File: config.mk
export PLATFORM = sky130hd
export DESIGN_NAME = dac_ramp_sequencer_flat
export DESIGN_NICKNAME = d
export VERILOG_FILES = /design/src/rtl/dac_ramp_sequencer_if.sv /design/src/rtl/dac_ramp_sequencer.sv /design/src/flat_wrapper.sv
export SDC_FILE = /design/constraint.sdc
export NUM_CORES = 1
export LEC_CHECK = 0
export ABC_AREA = 1
export CAP_MARGIN = 10
export CORE_ASPECT_RATIO = 1.75
export CORE_UTILIZATION = 44
export DETAILED_ROUTE_END_ITERATION = 7
export GPL_TIMING_DRIVEN = 1
export PLACE_DENSITY = 0.86
export SLEW_MARGIN = 20
export SYNTH_ARGS = -nofsm -noshare
export SYNTH_HDL_FRONTEND = slang
export SYNTH_SLANG_ARGS = --single-unit
export TNS_END_PERCENT = 5
File: constraint.sdc
create_clock -name clk_100M -period 2 [get_ports clk_100M]
set_input_delay 0.5 -clock clk_100M [delete_from_list [all_inputs] [get_ports clk_100M]]
set_output_delay 0.5 -clock clk_100M [all_outputs]
set_load 0.005 [all_outputs]
File: src/rtl/dac_ramp_sequencer_if.sv
// ---------------------------------------------------------------------------
// dac_ramp_sequencer_if
// Target-code handshake between a code producer and dac_ramp_sequencer.
//   tgt_valid : producer offers a new target code
//   tgt_data  : 16-bit target DAC code
//   tgt_ready : sequencer can accept a target (IDLE only)
// A transfer happens on a rising clock edge with tgt_valid & tgt_ready high.
// ---------------------------------------------------------------------------
interface dac_ramp_sequencer_if;
  logic        tgt_valid;
  logic [15:0] tgt_data;
  logic        tgt_ready;

  modport master (
    output tgt_valid,
    output tgt_data,
    input  tgt_ready
  );

  modport slave (
    input  tgt_valid,
    input  tgt_data,
    output tgt_ready
  );
endinterface

File: src/rtl/dac_ramp_sequencer.sv
// ---------------------------------------------------------------------------
// dac_ramp_sequencer
// Accepts a target DAC code and issues one or more write requests to a
// downstream DAC SPI writer until the output level reaches the target.
// Each write holds Ready/CMD_IN/DAC_DATAIN for FRAME_CYCLES clocks, then
// Ready stays low for GAP_CYCLES clocks before the next write or IDLE.
//
// Ports
//   clk_100M   in   system clock, rising edge
//   rst        in   synchronous active-high reset
//   tgt        if   target handshake (slave side)
//   step_size  in   max code change per write (0 behaves as 1)
//   Ready      out  write request to the DAC writer
//   CMD_IN     out  16'd1 while a write is requested, else 16'd0
//   DAC_DATAIN out  code being written; holds last value when idle
//   busy       out  high in every state except IDLE
//   dac_code   out  last code issued
//
// Build option
//   DAC_RAMP_SLEW_EN : when defined, each write moves at most step_size
//                      toward the target. When undefined, the target is
//                      written in a single step and step_size is ignored.
// ---------------------------------------------------------------------------
module dac_ramp_sequencer #(
  parameter int FRAME_CYCLES = 96,
  parameter int GAP_CYCLES   = 4
) (
  input  logic                       clk_100M,
  input  logic                       rst,
  dac_ramp_sequencer_if.slave        tgt,
  input  logic [15:0]                step_size,
  output logic                       Ready,
  output logic [15:0]                CMD_IN,
  output logic [15:0]                DAC_DATAIN,
  output logic                       busy,
  output logic [15:0]                dac_code
);

  localparam int CNT_MAX = (FRAME_CYCLES > GAP_CYCLES) ? FRAME_CYCLES : GAP_CYCLES;
  localparam int CNT_W   = $clog2(CNT_MAX + 1);

  localparam logic [CNT_W-1:0] FRAME_LAST    = CNT_W'(FRAME_CYCLES - 1);
  // The STEP cycle is itself a Ready-low cycle, so when another write follows
  // the GAP state is one cycle shorter and the low interval stays GAP_CYCLES.
  localparam logic [CNT_W-1:0] GAP_LAST_CONT = CNT_W'(GAP_CYCLES - 2);
  localparam logic [CNT_W-1:0] GAP_LAST_END  = CNT_W'(GAP_CYCLES - 1);
  localparam logic [CNT_W-1:0] CNT_ZERO      = CNT_W'(0);
  localparam logic [CNT_W-1:0] CNT_ONE       = CNT_W'(1);

  typedef enum logic [1:0] {
    IDLE  = 2'd0,
    STEP  = 2'd1,
    WRITE = 2'd2,
    GAP   = 2'd3
  } state_t;

  state_t           state_r, state_s;
  logic [CNT_W-1:0] cnt_r, cnt_s;
  logic [15:0]      target_r, target_s;
  logic [15:0]      code_r, code_s;
  logic [15:0]      data_r, data_s;
  logic [15:0]      cmd_r, cmd_s;
  logic             ready_r, ready_s;
  logic             busy_r, busy_s;
  logic             tgt_ready_r, tgt_ready_s;
  logic [15:0]      next_code_s;
  logic             more_s;

`ifdef DAC_RAMP_SLEW_EN
  // Move code toward target by at most step; the 17-bit difference keeps
  // the comparison exact so the result never wraps past 0x0000 or 0xFFFF.
  function automatic logic [15:0] slew_next(
    input logic [15:0] code,
    input logic [15:0] target,
    input logic [15:0] step_raw
  );
    logic [15:0] step;
    logic [16:0] diff;
    logic [15:0] result;
    step = (step_raw == 16'd0) ? 16'd1 : step_raw;
    if (target >= code) begin
      diff = {1'b0, target} - {1'b0, code};
      if (diff <= {1'b0, step}) begin
        result = target;
      end else begin
        result = code + step;
      end
    end else begin
      diff = {1'b0, code} - {1'b0, target};
      if (diff <= {1'b0, step}) begin
        result = target;
      end else begin
        result = code - step;
      end
    end
    return result;
  endfunction

  // Next code for the upcoming write, limited by step_size.
  always_comb begin
    next_code_s = slew_next(code_r, target_r, step_size);
  end
`else
  logic unused_step_s;
  assign unused_step_s = ^step_size;

  // Next code for the upcoming write: jump straight to the target.
  always_comb begin
    next_code_s = target_r;
  end
`endif

  assign more_s = (code_r != target_r);

  // Next-state and next-output logic for the sequencer FSM.
  always_comb begin
    state_s  = state_r;
    cnt_s    = cnt_r;
    target_s = target_r;
    code_s   = code_r;
    data_s   = data_r;
    cmd_s    = cmd_r;
    ready_s  = ready_r;
    case (state_r)
      IDLE: begin
        if (tgt.tgt_valid) begin
          target_s = tgt.tgt_data;
          state_s  = STEP;
        end else begin
          state_s  = IDLE;
        end
      end
      STEP: begin
        code_s  = next_code_s;
        data_s  = next_code_s;
        cmd_s   = 16'd1;
        ready_s = 1'b1;
        cnt_s   = CNT_ZERO;
        state_s = WRITE;
      end
      WRITE: begin
        if (cnt_r == FRAME_LAST) begin
          cmd_s   = 16'd0;
          ready_s = 1'b0;
          cnt_s   = CNT_ZERO;
          state_s = GAP;
        end else begin
          cnt_s   = cnt_r + CNT_ONE;
        end
      end
      GAP: begin
        if (more_s && (cnt_r == GAP_LAST_CONT)) begin
          cnt_s   = CNT_ZERO;
          state_s = STEP;
        end else if (!more_s && (cnt_r == GAP_LAST_END)) begin
          cnt_s   = CNT_ZERO;
          state_s = IDLE;
        end else begin
          cnt_s   = cnt_r + CNT_ONE;
        end
      end
      default: begin
        cmd_s   = 16'd0;
        ready_s = 1'b0;
        cnt_s   = CNT_ZERO;
        state_s = IDLE;
      end
    endcase
    // Handshake flags are registered from the next state so they line up
    // with the state they describe.
    tgt_ready_s = (state_s == IDLE);
    busy_s      = (state_s != IDLE);
  end

  // State, counter and output registers with synchronous reset.
  always_ff @(posedge clk_100M) begin
    if (rst) begin
      state_r     <= IDLE;
      cnt_r       <= CNT_ZERO;
      target_r    <= 16'd0;
      code_r      <= 16'd0;
      data_r      <= 16'd0;
      cmd_r       <= 16'd0;
      ready_r     <= 1'b0;
      busy_r      <= 1'b0;
      tgt_ready_r <= 1'b1;
    end else begin
      state_r     <= state_s;
      cnt_r       <= cnt_s;
      target_r    <= target_s;
      code_r      <= code_s;
      data_r      <= data_s;
      cmd_r       <= cmd_s;
      ready_r     <= ready_s;
      busy_r      <= busy_s;
      tgt_ready_r <= tgt_ready_s;
    end
  end

  assign tgt.tgt_ready = tgt_ready_r;
  assign Ready         = ready_r;
  assign CMD_IN        = cmd_r;
  assign DAC_DATAIN    = data_r;
  assign busy          = busy_r;
  assign dac_code      = code_r;

endmodule
File: src/flat_wrapper.sv
// flat-port wrapper written by rule: the top's interface ports become plain ports
module dac_ramp_sequencer_flat 
#(
  parameter int FRAME_CYCLES = 96,
  parameter int GAP_CYCLES   = 4
)
  (clk_100M, rst, step_size, Ready, CMD_IN, DAC_DATAIN, busy, dac_code, tgt_tgt_valid, tgt_tgt_data, tgt_tgt_ready);
  dac_ramp_sequencer_if tgt_i ();
  input  logic clk_100M;
  input  logic rst;
  input  logic [15:0] step_size;
  output logic Ready;
  output logic [15:0] CMD_IN;
  output logic [15:0] DAC_DATAIN;
  output logic busy;
  output logic [15:0] dac_code;
  input wire logic [$bits(tgt_i.tgt_valid)-1:0] tgt_tgt_valid;
  input wire logic [$bits(tgt_i.tgt_data)-1:0] tgt_tgt_data;
  output wire logic [$bits(tgt_i.tgt_ready)-1:0] tgt_tgt_ready;
  assign tgt_i.tgt_valid = tgt_tgt_valid;
  assign tgt_i.tgt_data = tgt_tgt_data;
  assign tgt_tgt_ready = tgt_i.tgt_ready;
  dac_ramp_sequencer #(.FRAME_CYCLES(FRAME_CYCLES), .GAP_CYCLES(GAP_CYCLES)) u_core (.clk_100M(clk_100M), .rst(rst), .tgt(tgt_i), .step_size(step_size), .Ready(Ready), .CMD_IN(CMD_IN), .DAC_DATAIN(DAC_DATAIN), .busy(busy), .dac_code(dac_code));
endmodule
Yosys cells after proc, flatten, opt, wreduce, memory -nomap -nowiden:

Index checks and enable logic that the tools add are counted.

* add/sub/neg operators: 1
* $mul: 0
* div/mod/pow operators: 0
* order comparisons: 0
* equal/unequal tests: 8
* shift operators: 0
* multiplexer cells: 13
* bitwise logic cells: 0
* reductions and logical operators: 10

Operators by type and width (number)
* $pmux 16 s2: 1
* $mux 7: 3
* $pmux 7 s3: 1
* $mux 16: 1
* $ne 16x16->1: 1
* $eq 7x2->1 const B: 2
* $pmux 2 s4: 1
* $add 7x1->7 const B: 1
* $eq 7x7->1 const B: 1
* $mux 2: 3
* $eq 2x2->1 const B: 2
* $logic_not 2->1: 2
* $reduce_and 2->1: 2
* $reduce_bool 2->1: 2
* $reduce_bool 3->1: 1
* $eq 2x1->1 const B: 1
* $logic_and 1x1->1: 2
* $mux 1: 2
* $ne 2x1->1 const B: 1
* $pmux 1 s2: 1
* $logic_not 1->1: 1

* bits in registers: 60
* bits in latches: 0
* bits in writable memories: 0
* ROM bits: 0
* input port bits: 35
* output and inout bits: 51
* memories: 0

Depth between registers and ports, before layout:

Gate-level depths: netlist of the first run.

* depth in word-level cells: 7
* depth in mapped cells: 13

Worst setup path before layout of the first run:

Ideal clock, no wire load.

* path kind: register -> register
* from: register u_core.cnt_r[0]
* to: register u_core.cnt_r[6]
* setup time: 0.110 ns
* data arrival time: 1.298 ns
* data required time: 1.890 ns
* slack: 0.593 ns
* stages on the path, launching flop included: 11
* path buffers: 0
* period minus slack after synthesis: 1.407 ns
* cell sequence: dfxtp_1 > ha_1 > nand3_2 > nor2_2 > nand2_1 > xor2_1 > nor2_1 > nand2_1 > o221ai_1 > nand2_1 > inv_1

* longest elaborated chain between the ends: 5

RTL lines
* from (decl): RTL line dac_ramp_sequencer.sv:58 `logic [CNT_W-1:0] cnt_r, cnt_s;`
* from (signal assigned): RTL line dac_ramp_sequencer.sv:189 `cnt_r <= cnt_s;`
* parallel branches: the longest is 4 deep, another holds $add 7x1->7
* $pmux 7 s3 *: RTL line dac_ramp_sequencer.sv:124 `case (state_r)`

Every way passes the cells marked *.
A chain may end at the register's enable or synchronous reset.

Worst setup path in the final report of the first run:

Same ends and word-level chain as after synthesis.

==> metrics.sh, run 1 <==
CTS.CLK_SLEW.WORST_PATHS_NS=0.09
TIMING.MAX_CAP.VIOLATIONS=0
ACHIEVABLE-FREQUENCY_MHz=568
SYNTH_FLOP_CELL='sky130_fd_sc_hd__dfxtp_1'
SYNTH_ENABLE_FLOP_CELLS=0
CRIT_TYPE='flip-flop to flip-flop'
SETUP-VIOLATIONS-FINAL=0
SYNTH.LIB_CELLS_USED.DISTINCT=23
CTS_BUFFERS=5
SEQ_POWER_SHARE_PCT=46.9
AREA_OVERHEAD_VS_SYNTH_PCT=23.7
TRITONCTS='built'
POST_ROUTE_CELLS_DRIVE_ABOVE_1_SHARE_PCT=6.63
SETUP_WS_PRE_CTS_NS=0.103
POWER_SWITCHING_SHARE_PCT=28.1
WORST_SETUP_PATH_END_KIND='flip-flop'
SYNTH.MOST_COMMON_CELL='sky130_fd_sc_hd__nand2_1'
FINAL.SETUP.WORST_SLACK_NS=0.240
IO_BUFFERS=54
WORST_SKEW_PAIR.LATE_LATENCY_NS=0.30
LAYOUT_MIN_CYCLE_TIME_NS=1.76
DRT-INITIAL-DRC-COUNT=81
NUMCLOCKSINKS=44
HOLD_START='u_core.cnt_r[4]$_SDFFE_PP0N_'
ANT_NETS=0
VIASPERCELL=4.87
POWER.COMBINATIONAL.FRACTION_PCT=20.4
CP_COMMON_CELL='sky130_fd_sc_hd__nand2_1'
SYNTHESIS.INSTANCES=337
GRTUSAGEMET3_PCT=2.66
DIE_W_UM=56.6
PLACEABLECOREAREA_UM2=4980
SYNTHESIS.AREA_UM2=2300
IRDROPWORSTVDD_V=0.000737
DETAIL_ROUTE.WL_PER_CELL_UM=11.7
CP_SLOWEST_STAGE_DELAY_NS=0.39
PWR-SHARE-CLK_PCT=32.7
CTS-ROOT-BUF='sky130_fd_sc_hd__clkbuf_8'
NUM_IO_PINS=86
FF2FF_PATH_DEPTH=10
NETSWITCHINGPOWER_mW=0.608
CRIT_PATH_START_KIND='flip-flop'
YOSYS.AREA.TOP_TYPE_SHARE_PCT=38.3
GROUTE.LAYER.MET2.USAGE_PCT=35.5
CTSHTREEMAXLEVEL=2
MAPPED_AVG_CELL_AREA_UM2=6.82
CTS_MAX_PATH_BUFS=2
CRITICAL_PATH.REG2REG.ENDPOINT='u_core.cnt_r[6]$_SDFFE_PP0N_'
POWER_LEAKAGE_nW=1.32
NUMBER_OF_DRC_VIOLATIONS_AFTER_DETAILED_ROUTING=0
FINALMAXSLEWVIOLATIONS=0
GRT_USE_TOTAL_PCT=19.0
R2R_SLACK_NS=0.24
GLOBALROUTEMET1UTIL_PCT=19.6
OVERALL_DIE_AREA_UM2=5530
INITIAL_CORE_UTILIZATION_PCT=46.2
GRT_FIRST_PASS_WIRELENGTH_UM=8410
WORST_PATH_MAX_DELAY_CELL='sky130_fd_sc_hd__dfxtp_1'
HOLD_END='u_core.cnt_r[4]$_SDFFE_PP0N_'
CRIT_PATH_MAX_FANOUT=4
STATUS='finished clean'
GRT_OVERFLOW=0
CTS.REPAIR_TIMING.SETUP_BUFFER_COUNT=0
PLACED_WIRE_LENGTH_ESTIMATE_UM=3540
POWER_REPORT.INTERNAL_TOTAL_mW=1.55
STARTPOINT_OF_THE_WORST_REGISTER_TO_REGISTER_PATH='u_core.cnt_r[0]$_SDFFE_PP0N_'
SYNTH_SEQ_CELLS=44
CP_CELL_SEQUENCE='ha_1 > nand3_2 > nor2_2 > nand2_1 > xor2_1 > nor2_1 > nand2_1 > o221ai_1 > nand2_1 > inv_1'
HOLD_PATH_CLASS='flip-flop to flip-flop'
DESIGN.FINAL.NETS=413
VIAS=2098
POWER_DENSITY_nW_PER_UM2=759
GRT_SETUP_UNREPAIRED='false'
REPORT.FINAL.HOLD_VIOL_COUNT=0
FIRST_GLOBAL_VIAS=1948
FINAL.SETUP_SKEW_NS=0.00813
CP_DATA_REQUIRED_TIME_NS=2.20
YS_ASYNC_SR_FRACTION_PCT=0
INSERTEDDIODECOUNT=0
PIN_COUNT_OF_THE_BIGGEST_NET_ENTERING_GLOBAL_ROUTING=41
DETAIL_ROUTE.WIRELENGTH_UM=5030
NETLIST_TOP_CELLS_COUNT='sky130_fd_sc_hd__nand2_1 (60), sky130_fd_sc_hd__nor2_1 (55), sky130_fd_sc_hd__inv_1 (47)'
CTSRESIZECOUNT=0
DRT_PRE_ANTENNA_ITERS=4
DIE_Y_UM=97.6
BUSIEST_LAYER='met2'
SEQ_AREA_FRAC_SYNTH_PCT=38.3
POSTCTSHOLDBUFS=0
CRITICAL_PATH_ARRIVAL_NS=1.96
TIMING.SETUP.TNS_NS=0
ROW_COUNT=34
LAYOUT_WORST_PATH_CYCLE_SHARE_PCT=88.0
SYNTH_AREA_LEADER_CELL='sky130_fd_sc_hd__dfxtp_1'
ANTENNA_VIOLATIONS_BEFORE_REPAIR=0
CELLS_TAKING_THE_MOST_AREA_AFTER_SYNTHESIS='sky130_fd_sc_hd__dfxtp_1 (38%), sky130_fd_sc_hd__buf_4 (10%), sky130_fd_sc_hd__nand2_1 (9.8%)'
HOLD-PATH-CELL-COUNT=2
YOSYSWARNINGCOUNT=0
PLACE_CONGESTION=0.854
flip-flops by register name, summed over array words and instances, names as in the netlist:
name and cells:
u_core.CMD_IN 1, u_core.busy 1, u_core.cnt_r 7, u_core.dac_code 16
u_core.next_code_s 16, u_core.state_r 2, u_core.tgt.tgt_ready 1
final cells by class:
type,count,area (µm²)
Clock buffer,5,68.8
Clock inverter,3,46.3
Fill cell,469,2130
Inverter,50,188
Multi-Input combinational cell,217,1010
Sequential cell,44,881
Tap cell,54,67.6
Timing Repair Buffer,58,583
metal layers:
| metal | vias to the layer above | share of wire (%) | wire, µm |
|---|---|---|---|
| li1 | 1074 | - | - |
| met1 | 944 | 38 | 1930 |
| met2 | 68 | 55 | 2760 |
| met3 | 12 | 4.2 | 209 |
| met4 | 0 | 2.5 | 124 |
| met5 | - | 0 | 0 |
layout by cell type (no fill, tap or decap), drive strengths merged, types with 3 or more instances in the layout:
master	synthesis	routed
nand2	63	63
nor2	57	57
clkdlybuf4s50	0	54
inv	50	51
dfxtp	44	44
o21ai	32	32
a21oi	20	20
conb	1	15
nand3	12	12
xor2	5	5
clkbuf	6	5
buf	34	4
o221ai	3	3
through the flow:
stage | power (mW) | instance area (µm²) | std cells | util (%) | hold WS (ns)
final | 2.16 | 2840 | 431 | 57.1 | 0.470
after global routing | 2.27 | 2840 | 431 | 57.1 | 0.484
after CTS | 2.17 | 2840 | 431 | 57.1 | 0.472
after detailed placement | 1.47 | 2730 | 423 | 54.8 | 0.459
after global placement | 1.46 | 2730 | 423 | 54.8 | 0.452
after floorplan | 1.31 | 2350 | 351 | - | 0.438
power groups by stage:
stage / clock network, mW / registers (mW) / logic [mW]
after floorplan: 0 / 1.02 / 0.286
after global placement: 0 / 1.03 / 0.428
after detailed placement: 0 / 1.03 / 0.441
after CTS: 0.709 / 1.01 / 0.444
after global routing: 0.754 / 1.02 / 0.495
final: 0.705 / 1.01 / 0.441
worst max-delay path, delay by kind of cell (launching register included):
family | cells | cell delay [ns]
buffers and inverters | 1 | 0.04
xor gates and xnor gates | 1 | 0.22
DFF | 1 | 0.39
adders and majority gates | 1 | 0.25
and+or+nand+nor | 6 | 0.65
AOI/OAI and AO/OA | 1 | 0.11
worst max-delay path by stage:
stage / from / end / slack [ns] / cells past startpoint
after floorplan: u_core.cnt_r[0]$_SDFFE_PP0N_ / u_core.cnt_r[6]$_SDFFE_PP0N_ / 0.59 / 10
after global placement: tgt_tgt_valid / u_core.next_code_s[4]$_SDFFE_PP0P_ / 0.15 / 5
after detailed placement: tgt_tgt_valid / u_core.next_code_s[3]$_SDFFE_PP0P_ / 0.10 / 5
after CTS: u_core.dac_code[13]$_SDFFE_PP0P_ / dac_code[13] / 0.24 / 1
after global routing: u_core.cnt_r[1]$_SDFFE_PP0N_ / u_core.cnt_r[6]$_SDFFE_PP0N_ / 0.06 / 10
final: u_core.cnt_r[0]$_SDFFE_PP0N_ / u_core.cnt_r[6]$_SDFFE_PP0N_ / 0.24 / 10
cells by family after synthesis:
logic type | count (synthesis) | share of synthesized area (%)
adder cells (fa/ha/maj) | 2 | 1.09
other | 1 | 0.163
AO/OA/AOI/OAI | 57 | 13.1
AND/OR/NAND/NOR | 138 | 25.4
buffers and inverters | 90 | 20.0
flip-flops | 44 | 38.3
XOR/XNOR | 5 | 1.91
No activity file was read; power rests on OpenSTA's default activity.
==> run 2: changes to the inputs <==
--- a/config.mk
+++ b/config.mk
@@ -12,7 +12,7 @@
 export DETAILED_ROUTE_END_ITERATION = 7
 export GPL_TIMING_DRIVEN = 1
 export PLACE_DENSITY = 0.86
-export SLEW_MARGIN = 20
+export SETUP_SLACK_MARGIN = 0.2
 export SYNTH_ARGS = -nofsm -noshare
 export SYNTH_HDL_FRONTEND = slang
 export SYNTH_SLANG_ARGS = --single-unit
==> metrics.sh, run 2 (synthesized netlist as in run 1, its figures left out) <==
GRT_FIRST_PASS_WIRELENGTH_UM=8410
HOLD_PATH_CLASS='flip-flop to flip-flop'
NETSWITCHINGPOWER_mW=0.608
DIE_Y_UM=97.6
NUMCLOCKSINKS=44
FINALMAXSLEWVIOLATIONS=0
PLACE_CONGESTION=0.854
REPORT.FINAL.HOLD_VIOL_COUNT=0
FINAL_CELL_MIX='sky130_fd_sc_hd__nand2_1 (60), sky130_fd_sc_hd__nor2_1 (55), sky130_fd_sc_hd__clkdlybuf4s50_1 (54)'
FINAL.SETUP_SKEW_NS=0.00781
LAYOUT_WORST_PATH_CYCLE_SHARE_PCT=87.7
CTS_BUFFERS=5
BUSIEST_LAYER='met2'
WORST_SETUP_PATH_END_KIND='output pin'
TIMING.MAX_CAP.VIOLATIONS=0
SEQ_POWER_SHARE_PCT=46.9
ACHIEVABLE-FREQUENCY_MHz=570
NUM_IO_PINS=86
DESIGN.FINAL.NETS=413
DRT-INITIAL-DRC-COUNT=75
POWER_SWITCHING_SHARE_PCT=28.1
ROW_COUNT=34
CP_DATA_REQUIRED_TIME_NS=1.50
TRITONCTS='built'
SETUP_WS_PRE_CTS_NS=0.103
WORST_SKEW_PAIR.LATE_LATENCY_NS=0.30
POWER.COMBINATIONAL.FRACTION_PCT=20.4
CRIT_PATH_START_KIND='flip-flop'
PWR-SHARE-CLK_PCT=32.7
CP_CELL_SEQUENCE='clkdlybuf4s50_1'
CRIT_PATH_MAX_FANOUT=5
PLACEABLECOREAREA_UM2=4980
OVERALL_DIE_AREA_UM2=5530
CRITICAL_PATH_BUF_INV_COUNT=1
POWER_REPORT.INTERNAL_TOTAL_mW=1.55
PIN_COUNT_OF_THE_BIGGEST_NET_ENTERING_GLOBAL_ROUTING=41
AREA_OVERHEAD_VS_SYNTH_PCT=24.5
STATUS='finished clean'
WORST_PATH_DOMINANT_CELL_FAMILY='buffers and inverters'
INSERTEDDIODECOUNT=0
POWER_LEAKAGE_nW=1.32
POWER_DENSITY_nW_PER_UM2=755
CTS.CLK_SLEW.WORST_PATHS_NS=0.09
CTS-ROOT-BUF='sky130_fd_sc_hd__clkbuf_8'
CRIT_TYPE='flip-flop to output pin'
IO_BUFFERS=54
GRT_USE_TOTAL_PCT=19.0
CTS_MAX_PATH_BUFS=2
GLOBALROUTEMET1UTIL_PCT=19.6
IRDROPWORSTVDD_V=0.000735
CTSHTREEMAXLEVEL=2
POST_ROUTE_CELLS_DRIVE_ABOVE_1_SHARE_PCT=7.69
DETAIL_ROUTE.WL_PER_CELL_UM=11.6
MOSTFREQUENTLAYOUTCELL='sky130_fd_sc_hd__nand2_1'
GROUTE.LAYER.MET2.USAGE_PCT=35.5
INITIAL_CORE_UTILIZATION_PCT=46.2
VIASPERCELL=4.89
CTS.REPAIR_TIMING.SETUP_BUFFER_COUNT=0
TOTAL_POWER_mW=2.16
WORST_PATH_MAX_DELAY_CELL='sky130_fd_sc_hd__clkdlybuf4s50_1'
GRTUSAGEMET3_PCT=2.66
DIE_W_UM=56.6
FINAL.SETUP.WORST_SLACK_NS=0.246
TIMING.SETUP.TNS_NS=0
ANT_NETS=0
LAYOUT_MIN_CYCLE_TIME_NS=1.75
PLACED_WIRE_LENGTH_ESTIMATE_UM=3540
ANTENNA_VIOLATIONS_BEFORE_REPAIR=0
SETUP-VIOLATIONS-FINAL=0
VIAS=2107
FIRST_GLOBAL_VIAS=1948
GRT_OVERFLOW=0
NUMBER_OF_DRC_VIOLATIONS_AFTER_DETAILED_ROUTING=0
DRT_PRE_ANTENNA_ITERS=4
NFILLCELLS=467
R2R_SLACK_NS=0.35
CRITICAL_PATH_ARRIVAL_NS=1.25
GRT_SETUP_UNREPAIRED='false'
DETAIL_ROUTE.WIRELENGTH_UM=5010
CP_SLOWEST_STAGE_DELAY_NS=0.53
## run 2: repair_timing
item | 4_1_cts | 5_1_grt
setup endpoints to repair | 0 | 2
hold buffers | 0 | 0
resized for setup | 0 | 5
## run 2: power by group through the flow
stage          clock [mW]  sequential [mW]  combinational (mW)
6_report            0.706             1.01               0.441
3_5_place_dp            0             1.03               0.441
4_1_cts             0.709             1.01               0.444
2_1_floorplan           0             1.02               0.286
3_3_place_gp            0             1.03               0.428
5_1_grt             0.754             1.03               0.495
## run 2: metrics by stage
stage	instance area (µm²)	instances	hold WS, ns	utilization, %
2_1_floorplan	2350	351	0.438	-
3_3_place_gp	2730	423	0.452	54.8
3_5_place_dp	2730	423	0.459	54.8
4_1_cts	2840	431	0.472	57.1
5_1_grt	2860	431	0.484	57.5
6_report	2860	431	0.470	57.5
## run 2: area by class of cell
type                    count  area (µm²)  share of cell area [%]
clock buffers               5        68.8                    2.40
clock inverters             3        46.3                    1.62
inverters                  50         188                    6.56
multi-input cells         217        1020                    35.8
flip-flops and latches     44         883                    30.9
well taps                  54        67.6                    2.36
repair buffers             58         583                    20.4
## run 2: layer usage
metal	up-vias	share of wire, %
met5	-	0
met1	949	37
met2	73	55
met3	13	4.4
li1	1072	-
met4	0	3.3
## run 2: path summary, 6_finish.rpt
check	startpoint	endpoint	depth (start not counted)
max reg2reg	u_core.cnt_r[0]$_SDFFE_PP0N_	u_core.cnt_r[6]$_SDFFE_PP0N_	10
min reg2reg	u_core.cnt_r[4]$_SDFFE_PP0N_	u_core.cnt_r[4]$_SDFFE_PP0N_	2
min	u_core.cnt_r[4]$_SDFFE_PP0N_	u_core.cnt_r[4]$_SDFFE_PP0N_	2
max	u_core.dac_code[13]$_SDFFE_PP0P_	dac_code[13]	1
